[src/rtl/mc_control_if.sv]
// Control bundle between the multicycle main FSM and the datapath: IR fields
// and ALU flags in, datapath enables and selects out.
interface mc_control_if;
   logic [5:0] op;
   logic [5:0] funct;
   logic       zero;
   logic       more;
   logic       pcwrite;
   logic [1:0] pcsrc;
   logic       iord;
   logic       memwrite;
   logic       irwrite;
   logic       regwrite;
   logic       regdst;
   logic       memtoreg;
   logic       alusrca;
   logic [1:0] alusrcb;
   logic       extop;
   logic [1:0] aluop;
   logic       illegal;
   logic [3:0] state;

   modport master (
      input  op, funct, zero, more,
      output pcwrite, pcsrc, iord, memwrite, irwrite, regwrite, regdst,
             memtoreg, alusrca, alusrcb, extop, aluop, illegal, state
   );

   modport slave (
      output op, funct, zero, more,
      input  pcwrite, pcsrc, iord, memwrite, irwrite, regwrite, regdst,
             memtoreg, alusrca, alusrcb, extop, aluop, illegal, state
   );
endinterface

[src/rtl/mc_control.sv]
// Multicycle main control FSM: sequences fetch/decode/execute/memory/writeback
// and drives ALU op and operand selects; beq/bgtz resolve from the ALU flags.
module mc_control #(
   parameter bit HALT_ON_ILLEGAL = 1'b0
) (
   input  logic         clk,
   input  logic         rst,
   mc_control_if.master bus
);

   localparam logic [5:0] OP_RTYPE = 6'h00;
   localparam logic [5:0] OP_ADDIU = 6'h09;
   localparam logic [5:0] OP_ORI   = 6'h0D;
   localparam logic [5:0] OP_LW    = 6'h23;
   localparam logic [5:0] OP_SW    = 6'h2B;
   localparam logic [5:0] OP_BEQ   = 6'h04;
   localparam logic [5:0] OP_BGTZ  = 6'h07;
   localparam logic [5:0] OP_J     = 6'h02;

   localparam logic [5:0] FN_ADDU  = 6'h21;
   localparam logic [5:0] FN_SUBU  = 6'h23;
   localparam logic [5:0] FN_OR    = 6'h25;
   localparam logic [5:0] FN_SLT   = 6'h2A;

   localparam logic [1:0] ALU_ADD  = 2'b00;
   localparam logic [1:0] ALU_SUB  = 2'b01;
   localparam logic [1:0] ALU_OR   = 2'b10;
   localparam logic [1:0] ALU_SLT  = 2'b11;

   typedef enum logic [3:0] {
      S_INIT = 4'd0,
      S_IF   = 4'd1,
      S_ID   = 4'd2,
      S_EXR  = 4'd3,
      S_EXI  = 4'd4,
      S_WBA  = 4'd5,
      S_MADR = 4'd6,
      S_MRD  = 4'd7,
      S_MWR  = 4'd8,
      S_WBM  = 4'd9,
      S_BR   = 4'd10,
      S_JMP  = 4'd11,
      S_HALT = 4'd12
   } state_t;

   state_t     r_state;
   state_t     w_next;

   logic       r_pcwrite, r_iord, r_memwrite, r_irwrite, r_regwrite;
   logic       r_regdst, r_memtoreg, r_alusrca, r_extop;
   logic [1:0] r_pcsrc, r_alusrcb, r_aluop;

   logic       w_pcwrite, w_iord, w_memwrite, w_irwrite, w_regwrite;
   logic       w_regdst, w_memtoreg, w_alusrca, w_extop;
   logic [1:0] w_pcsrc, w_alusrcb, w_aluop;

   logic       w_rtype, w_addiu, w_ori, w_lw, w_sw, w_beq, w_bgtz, w_j;
   logic       w_r_legal, w_legal, w_br_take;
   logic [1:0] w_r_aluop;

   // Instruction decode straight off the (stable) IR fields
   assign w_rtype = (bus.op == OP_RTYPE);
   assign w_addiu = (bus.op == OP_ADDIU);
   assign w_ori   = (bus.op == OP_ORI);
   assign w_lw    = (bus.op == OP_LW);
   assign w_sw    = (bus.op == OP_SW);
   assign w_beq   = (bus.op == OP_BEQ);
   assign w_bgtz  = (bus.op == OP_BGTZ);
   assign w_j     = (bus.op == OP_J);

   always_comb begin
      w_r_aluop = ALU_ADD;
      w_r_legal = 1'b1;
      case (bus.funct)
         FN_ADDU: w_r_aluop = ALU_ADD;
         FN_SUBU: w_r_aluop = ALU_SUB;
         FN_OR:   w_r_aluop = ALU_OR;
         FN_SLT:  w_r_aluop = ALU_SLT;
         default: w_r_legal = 1'b0;
      endcase
   end

   assign w_legal = (w_rtype & w_r_legal) | w_addiu | w_ori | w_lw | w_sw |
                    w_beq | w_bgtz | w_j;

   // Next state and the control word that goes with it
   always_comb begin
      w_next     = S_IF;
      w_pcwrite  = 1'b0;
      w_pcsrc    = 2'b00;
      w_iord     = 1'b0;
      w_memwrite = 1'b0;
      w_irwrite  = 1'b0;
      w_regwrite = 1'b0;
      w_regdst   = 1'b0;
      w_memtoreg = 1'b0;
      w_alusrca  = 1'b0;
      w_alusrcb  = 2'b00;
      w_extop    = 1'b0;
      w_aluop    = ALU_ADD;

      case (r_state)
         S_IF: w_next = S_ID;
         S_ID: begin
            if (!w_legal)             w_next = HALT_ON_ILLEGAL ? S_HALT : S_IF;
            else if (w_rtype)         w_next = S_EXR;
            else if (w_addiu | w_ori) w_next = S_EXI;
            else if (w_lw | w_sw)     w_next = S_MADR;
            else if (w_beq | w_bgtz)  w_next = S_BR;
            else                      w_next = S_JMP;
         end
         S_EXR, S_EXI: w_next = S_WBA;
         S_MADR:       w_next = w_lw ? S_MRD : S_MWR;
         S_MRD:        w_next = S_WBM;
         S_HALT:       w_next = S_HALT;
         default:      w_next = S_IF;
      endcase

      case (w_next)
         S_IF: begin
            w_irwrite = 1'b1;
            w_alusrcb = 2'b01;
            w_pcwrite = 1'b1;
         end
         S_ID:  w_alusrcb = 2'b11;
         S_EXR: begin
            w_alusrca = 1'b1;
            w_aluop   = w_r_aluop;
         end
         S_EXI: begin
            w_alusrca = 1'b1;
            w_alusrcb = 2'b10;
            w_extop   = w_addiu;
            w_aluop   = w_ori ? ALU_OR : ALU_ADD;
         end
         S_WBA: begin
            w_regwrite = 1'b1;
            w_regdst   = w_rtype;
         end
         S_MADR: begin
            w_alusrca = 1'b1;
            w_alusrcb = 2'b10;
            w_extop   = 1'b1;
         end
         S_MRD: w_iord = 1'b1;
         S_MWR: begin
            w_iord     = 1'b1;
            w_memwrite = 1'b1;
         end
         S_WBM: begin
            w_regwrite = 1'b1;
            w_memtoreg = 1'b1;
         end
         S_BR: begin
            w_alusrca = 1'b1;
            w_aluop   = ALU_SUB;
            w_pcsrc   = 2'b01;
         end
         S_JMP: begin
            w_pcsrc   = 2'b10;
            w_pcwrite = 1'b1;
         end
         default: ;
      endcase
   end

   always_ff @(posedge clk or posedge rst) begin
      if (rst) begin
         r_state    <= S_INIT;
         r_pcwrite  <= 1'b0;
         r_pcsrc    <= 2'b00;
         r_iord     <= 1'b0;
         r_memwrite <= 1'b0;
         r_irwrite  <= 1'b0;
         r_regwrite <= 1'b0;
         r_regdst   <= 1'b0;
         r_memtoreg <= 1'b0;
         r_alusrca  <= 1'b0;
         r_alusrcb  <= 2'b00;
         r_extop    <= 1'b0;
         r_aluop    <= ALU_ADD;
      end else begin
         r_state    <= w_next;
         r_pcwrite  <= w_pcwrite;
         r_pcsrc    <= w_pcsrc;
         r_iord     <= w_iord;
         r_memwrite <= w_memwrite;
         r_irwrite  <= w_irwrite;
         r_regwrite <= w_regwrite;
         r_regdst   <= w_regdst;
         r_memtoreg <= w_memtoreg;
         r_alusrca  <= w_alusrca;
         r_alusrcb  <= w_alusrcb;
         r_extop    <= w_extop;
         r_aluop    <= w_aluop;
      end
   end

   // Branch outcome and illegal flag need the flags/IR of the current cycle
   assign w_br_take    = (r_state == S_BR) & (w_bgtz ? bus.more : bus.zero);
   assign bus.illegal  = (r_state == S_ID) & ~w_legal;

   assign bus.pcwrite  = r_pcwrite | w_br_take;
   assign bus.pcsrc    = r_pcsrc;
   assign bus.iord     = r_iord;
   assign bus.memwrite = r_memwrite;
   assign bus.irwrite  = r_irwrite;
   assign bus.regwrite = r_regwrite;
   assign bus.regdst   = r_regdst;
   assign bus.memtoreg = r_memtoreg;
   assign bus.alusrca  = r_alusrca;
   assign bus.alusrcb  = r_alusrcb;
   assign bus.extop    = r_extop;
   assign bus.aluop    = r_aluop;
   assign bus.state    = r_state;

endmodule
[src/flat_wrapper.sv]
// flat-port wrapper written by rule: the top's interface ports become plain ports
module mc_control_flat 
#(
   parameter bit HALT_ON_ILLEGAL = 1'b0
)
  (clk, rst, bus_op, bus_funct, bus_zero, bus_more, bus_pcwrite, bus_pcsrc, bus_iord, bus_memwrite, bus_irwrite, bus_regwrite, bus_regdst, bus_memtoreg, bus_alusrca, bus_alusrcb, bus_extop, bus_aluop, bus_illegal, bus_state);
  mc_control_if bus_i ();
  input  logic clk;
  input  logic rst;
  input wire logic [$bits(bus_i.op)-1:0] bus_op;
  input wire logic [$bits(bus_i.funct)-1:0] bus_funct;
  input wire logic [$bits(bus_i.zero)-1:0] bus_zero;
  input wire logic [$bits(bus_i.more)-1:0] bus_more;
  output wire logic [$bits(bus_i.pcwrite)-1:0] bus_pcwrite;
  output wire logic [$bits(bus_i.pcsrc)-1:0] bus_pcsrc;
  output wire logic [$bits(bus_i.iord)-1:0] bus_iord;
  output wire logic [$bits(bus_i.memwrite)-1:0] bus_memwrite;
  output wire logic [$bits(bus_i.irwrite)-1:0] bus_irwrite;
  output wire logic [$bits(bus_i.regwrite)-1:0] bus_regwrite;
  output wire logic [$bits(bus_i.regdst)-1:0] bus_regdst;
  output wire logic [$bits(bus_i.memtoreg)-1:0] bus_memtoreg;
  output wire logic [$bits(bus_i.alusrca)-1:0] bus_alusrca;
  output wire logic [$bits(bus_i.alusrcb)-1:0] bus_alusrcb;
  output wire logic [$bits(bus_i.extop)-1:0] bus_extop;
  output wire logic [$bits(bus_i.aluop)-1:0] bus_aluop;
  output wire logic [$bits(bus_i.illegal)-1:0] bus_illegal;
  output wire logic [$bits(bus_i.state)-1:0] bus_state;
  assign bus_i.op = bus_op;
  assign bus_i.funct = bus_funct;
  assign bus_i.zero = bus_zero;
  assign bus_i.more = bus_more;
  assign bus_pcwrite = bus_i.pcwrite;
  assign bus_pcsrc = bus_i.pcsrc;
  assign bus_iord = bus_i.iord;
  assign bus_memwrite = bus_i.memwrite;
  assign bus_irwrite = bus_i.irwrite;
  assign bus_regwrite = bus_i.regwrite;
  assign bus_regdst = bus_i.regdst;
  assign bus_memtoreg = bus_i.memtoreg;
  assign bus_alusrca = bus_i.alusrca;
  assign bus_alusrcb = bus_i.alusrcb;
  assign bus_extop = bus_i.extop;
  assign bus_aluop = bus_i.aluop;
  assign bus_illegal = bus_i.illegal;
  assign bus_state = bus_i.state;
  mc_control #(.HALT_ON_ILLEGAL(HALT_ON_ILLEGAL)) u_core (.clk(clk), .rst(rst), .bus(bus_i));
endmodule
[config.mk]
export PLATFORM = sky130hd
export DESIGN_NAME = mc_control_flat
export DESIGN_NICKNAME = d
export VERILOG_FILES = /design/src/rtl/mc_control_if.sv /design/src/rtl/mc_control.sv /design/src/flat_wrapper.sv
export SDC_FILE = /design/constraint.sdc
export NUM_CORES = 1
export LEC_CHECK = 0
export BUFFER_PORTS_ARGS = -buffer_cell sky130_fd_sc_hd__buf_2
export CAP_MARGIN = 20
export CORE_ASPECT_RATIO = 0.75
export CORE_MARGIN = 3
export CORE_UTILIZATION = 32
export CTS_CLUSTER_DIAMETER = 30
export CTS_CLUSTER_SIZE = 12
export DETAILED_ROUTE_END_ITERATION = 8
export PLACE_DENSITY = 0.65
export REMOVE_ABC_BUFFERS = 1
export SLEW_MARGIN = 15
export SYNTH_ARGS = -nofsm -noshare
export SYNTH_HDL_FRONTEND = slang
export SYNTH_SLANG_ARGS = --single-unit
export TNS_END_PERCENT = 30
[constraint.sdc]
create_clock -name clk -period 1.9 [get_ports clk]
set_input_delay 0.095 -clock clk [delete_from_list [all_inputs] [get_ports clk]]
set_output_delay 0.095 -clock clk [all_outputs]
set_load 0.02 [all_outputs]
==> insert_results.sql <==
INSERT INTO impl_metrics (metric_group, metric, value, unit) VALUES
('sta', 'rsz0062_at_grt', 'true', ''),
('worst_hold_path', 'hold_depth', '4', ''),
('place', 'detailedPlace.worstSlack', '-0.00620', 'ns'),
('sta', 'period_share', '96.9', '%'),
('global_routing', 'grt_max_degree', '20', ''),
('setup_path', 'r2r_slack', '0.06', 'ns'),
('global_routing', 'first_global_vias', '1073', ''),
('sta', 'slew_violations', '0', ''),
('global_routing', 'groute.usage.overall', '12.8', '%'),
('floorplan', 'die_w', '77.3', 'um'),
('worst_hold_path', 'hold_path.class', 'primary input to flip-flop', ''),
('sta', 'finalWorstSetupSlack', '0.0597', 'ns'),
('sta', 'tightestPinTransition', '0.700', 'ns'),
('setup_path', 'r2r_cells', '6', ''),
('yosys', 'post_synth.cell_area_avg', '10.1', 'um^2'),
('global_routing', 'grt_antenna_before_repair', '0', ''),
('setup_path', 'timing.critical_path.arrival', '1.97', 'ns'),
('yosys', 'syn-instance-count', '121', ''),
('cells_and_area', 'area_growth', '21.9', '%'),
('routing', 'firstDrtPassIters', '4', ''),
('global_routing', 'grt_first_pass_wirelength', '4.70', 'mm'),
('setup_path', 'reg2reg_from', 'u_core.bus.state[1]$_DFF_PP0_', ''),
('yosys', 'seq_area_frac_synth', '39.0', '%'),
('clock_network', 'cts.path.max_buffers', '2', ''),
('power_and_ir_drop', 'max-vdd-ir-drop', '0.570', 'mV'),
('yosys', 'synth-seq-cells', '19', ''),
('sta', 'period_minus_slack', '1.84', 'ns'),
('floorplan', 'io_pins', '36', ''),
('yosys', 'async_reset_ff_share', '100', '%'),
('routing', 'drt-initial-drc-count', '69', ''),
('worst_hold_path', 'min_delay_startpoint', 'bus_funct[2]', ''),
('routing', 'route.detailed.vias_per_inst', '5.19', ''),
('setup_path', 'worst_ep_required_time', '2.03', 'ns'),
('routing', 'post_drt_wl_per_cell', '13.9', 'um'),
('setup_path', 'crit_fanout', '11', ''),
('floorplan', 'die_area', '4590', 'um^2'),
('floorplan', 'floorplan.core_area', '3470', 'um^2'),
('clock_network', 'cts_htree_levels', '1', ''),
('yosys', 'ys_warns', '0', ''),
('cells_and_area', 'final_nets', '173', ''),
('sta', 'timing.slew.headroom', '53.2', '%'),
('place', 'io_buffers', '35', ''),
('cells_and_area', 'layout-drive-gt1-share', '41.7', '%'),
('worst_hold_path', 'hold_path_end', 'u_core.bus.aluop[0]$_DFF_PP0_', ''),
('yosys', 'post_synth_instance_area', '1220', 'um^2'),
('run', 'drv.max_cap_violation_count', '0', ''),
('setup_path', 'critPathKind', 'flip-flop to flip-flop', ''),
('sta', 'final.setup_skew', '0.00118', 'ns'),
('place', 'finalWeightedCongestion', '0.842', ''),
('floorplan', 'start_util', '35.1', '%'),
('yosys', 'netlist-cell-type-count', '48', ''),
('clock_network', 'numClockSinks', '19', ''),
('cells_and_area', 'antenna_cells_inserted', '0', ''),
('clock_network', 'clkLatencyLatePin', '0.25', 'ns'),
('sta', 'fin_setup_tns', '0', 'ns'),
('run_status', 'run_status', 'finished, final reports clean', ''),
('power_and_ir_drop', 'power.static_leakage', '0.710', 'nW'),
('floorplan', 'chipHeight', '59.4', 'um'),
('routing', 'dr_total_vias', '1070', ''),
('yosys', 'synth_top_flop_cell', 'sky130_fd_sc_hd__dfrtp_1', ''),
('setup_path', 'critPathLaunchType', 'flip-flop', ''),
('routing', 'post-route-drc-count', '0', ''),
('routing', 'post_route_wl', '2.86', 'mm'),
('power_and_ir_drop', 'power_density', '1220', 'nW/um^2'),
('place', 'place.detailed.hpwl', '2.25', 'mm'),
('clock_network', 'cts_inserted_buffers', '3', ''),
('routing', 'antenna_violating_nets_post_route', '0', ''),
('clock_network', 'tritoncts', 'done', ''),
('sta', 'finalSetupViolCount', '0', ''),
('sta', 'final-hold-violation-count', '0', ''),
('floorplan', 'rows', '18', ''),
('setup_path', 'regToRegEndpoint', 'u_core.bus.alusrca$_DFF_PP0_', ''),
('yosys', 'synth-edff-count', '0', ''),
('clock_network', 'cts-root-buf', 'sky130_fd_sc_hd__clkbuf_8', ''),
('clock_network', 'clkTransAtPathRegs', '0.07', 'ns'),
('sta', 'fmax', '0.543', 'GHz'),
('setup_path', 'setup.worst_path.end_class', 'flip-flop', ''),
('cells_and_area', 'most_common_cell_after_layout_fill_and_taps_aside', 'sky130_fd_sc_hd__buf_2', ''),
('global_routing', 'grt_remaining_overflow', '0', ''),
('cells_and_area', 'most-common-layout-cells', '35 x sky130_fd_sc_hd__buf_2, 15 x sky130_fd_sc_hd__dfrtp_1, 10 x sky130_fd_sc_hd__nand2_1', '');
[cells by family after synthesis]
group / Yosys count / share of synthesized area (%)
XOR/XNOR: 3 / 2.16
AO/OA/AOI/OAI: 21 / 14.7
flip-flops: 19 / 39.0
multiplexers: 1 / 0.924
buffers and inverters: 16 / 7.91
AND/OR/NAND/NOR: 61 / 35.3
[sequential cells by signal, summed over array words and instances (netlist names)]
name,flops
u_core.bus.state,4
u_core.bus.aluop,2
u_core.bus.alusrcb,2
u_core.bus.pcsrc,2
u_core.bus.alusrca,1
u_core.bus.extop,1
u_core.bus.iord,1
u_core.bus.irwrite,1
u_core.bus.memtoreg,1
u_core.bus.memwrite,1
u_core.bus.regdst,1
u_core.bus.regwrite,1
u_core.r_pcwrite,1
[Yosys cell counts (2+ instances only)]
library cell,count,area (um^2)
sky130_fd_sc_hd__buf_2,2,10.0
sky130_fd_sc_hd__xnor2_1,2,17.5
sky130_fd_sc_hd__nor3_1,5,25.0
sky130_fd_sc_hd__nor3b_1,2,15.0
sky130_fd_sc_hd__o2111ai_1,2,17.5
sky130_fd_sc_hd__a21oi_2,2,17.5
sky130_fd_sc_hd__nor4b_1,3,26.3
sky130_fd_sc_hd__o21ai_1,2,10.0
sky130_fd_sc_hd__nor4_1,4,25.0
sky130_fd_sc_hd__nand3b_1,3,22.5
sky130_fd_sc_hd__a21oi_1,5,25.0
sky130_fd_sc_hd__buf_4,3,22.5
sky130_fd_sc_hd__buf_6,3,33.8
sky130_fd_sc_hd__dfrtp_1,19,475
sky130_fd_sc_hd__nand2b_1,2,12.5
sky130_fd_sc_hd__or3_1,2,12.5
sky130_fd_sc_hd__nand4b_1,4,35.0
sky130_fd_sc_hd__nor2_1,6,22.5
sky130_fd_sc_hd__nor4bb_1,3,30.0
sky130_fd_sc_hd__a41o_1,2,20.0
sky130_fd_sc_hd__inv_1,7,26.3
sky130_fd_sc_hd__nand3_1,2,10.0
sky130_fd_sc_hd__nand2_1,10,37.5
sky130_fd_sc_hd__nor2b_1,2,12.5
[worst max path at each step]
stage	from	to	slack, ns	cells past startpoint
3_3_place_gp	u_core.bus.state[1]$_DFF_PP0_	u_core.r_pcwrite$_DFF_PP0_	0.08	6
3_5_place_dp	u_core.bus.state[1]$_DFF_PP0_	u_core.r_pcwrite$_DFF_PP0_	-0.006	6
6_report	u_core.bus.state[1]$_DFF_PP0_	u_core.bus.alusrca$_DFF_PP0_	0.06	6
2_1_floorplan	u_core.bus.state[3]$_DFF_PP0_	u_core.r_pcwrite$_DFF_PP0_	0.06	6
5_1_grt	u_core.bus.state[1]$_DFF_PP0_	u_core.bus.alusrca$_DFF_PP0_	-0.05	6
4_1_cts	u_core.bus.state[1]$_DFF_PP0_	u_core.r_pcwrite$_DFF_PP0_	0.01	6
[where the power goes]
group	switching, W	internal [W]	total, W
clock network	0.000124	0.000145	0.000269
registers	0.0000947	0.000517	0.000612
logic	0.000536	0.000391	0.000927
total	0.000755	0.00105	0.00181
[worst max-delay path, cell delays in order, from the launching register on]
cell and delay, ns:
sky130_fd_sc_hd__dfrtp_2 0.47, sky130_fd_sc_hd__or4b_4 0.58, sky130_fd_sc_hd__nand3b_1 0.14, sky130_fd_sc_hd__o311a_4 0.24, sky130_fd_sc_hd__inv_2 0.06, sky130_fd_sc_hd__xnor2_1 0.15
sky130_fd_sc_hd__o21ai_1 0.08
[stage by stage]
step	std cells	power [W]	cell area [um^2]	hold WS, ns	utilization, %
floorplan	113	0.00123	1150	0.0461	-
global placement	201	0.00151	1410	0.228	40.7
detailed placement	201	0.00153	1410	0.239	40.7
CTS	206	0.00182	1470	0.182	42.4
global route	206	0.00195	1490	0.201	42.8
finish	206	0.00181	1490	0.184	42.8
[layout make-up]
cell class	count	area, um^2
sequential	19	480
tap	50	62.6
clock buffer	3	41.3
clock inverter	1	5.00
fill	355	1980
inverter	8	30.0
multi-input combinational	86	658
timing repair buffer	39	208
[layer usage]
metal,vias to the layer above,global-route usage [%],part of all wire (%)
li1,520,-,-
met4,0,2.03,0
met5,-,0,0
met1,513,16.5,47
met2,37,21.2,46
met3,0,4.41,7.4
[timing repair]
item                       4_1_cts  5_1_grt
resized for setup                2        4
cloned                           0        0
hold endpoints to repair        19        0
hold buffers                     1        0
setup endpoints to repair        2        6
buffers inserted                 0        0
No activity file was read; power rests on OpenSTA's default activity.
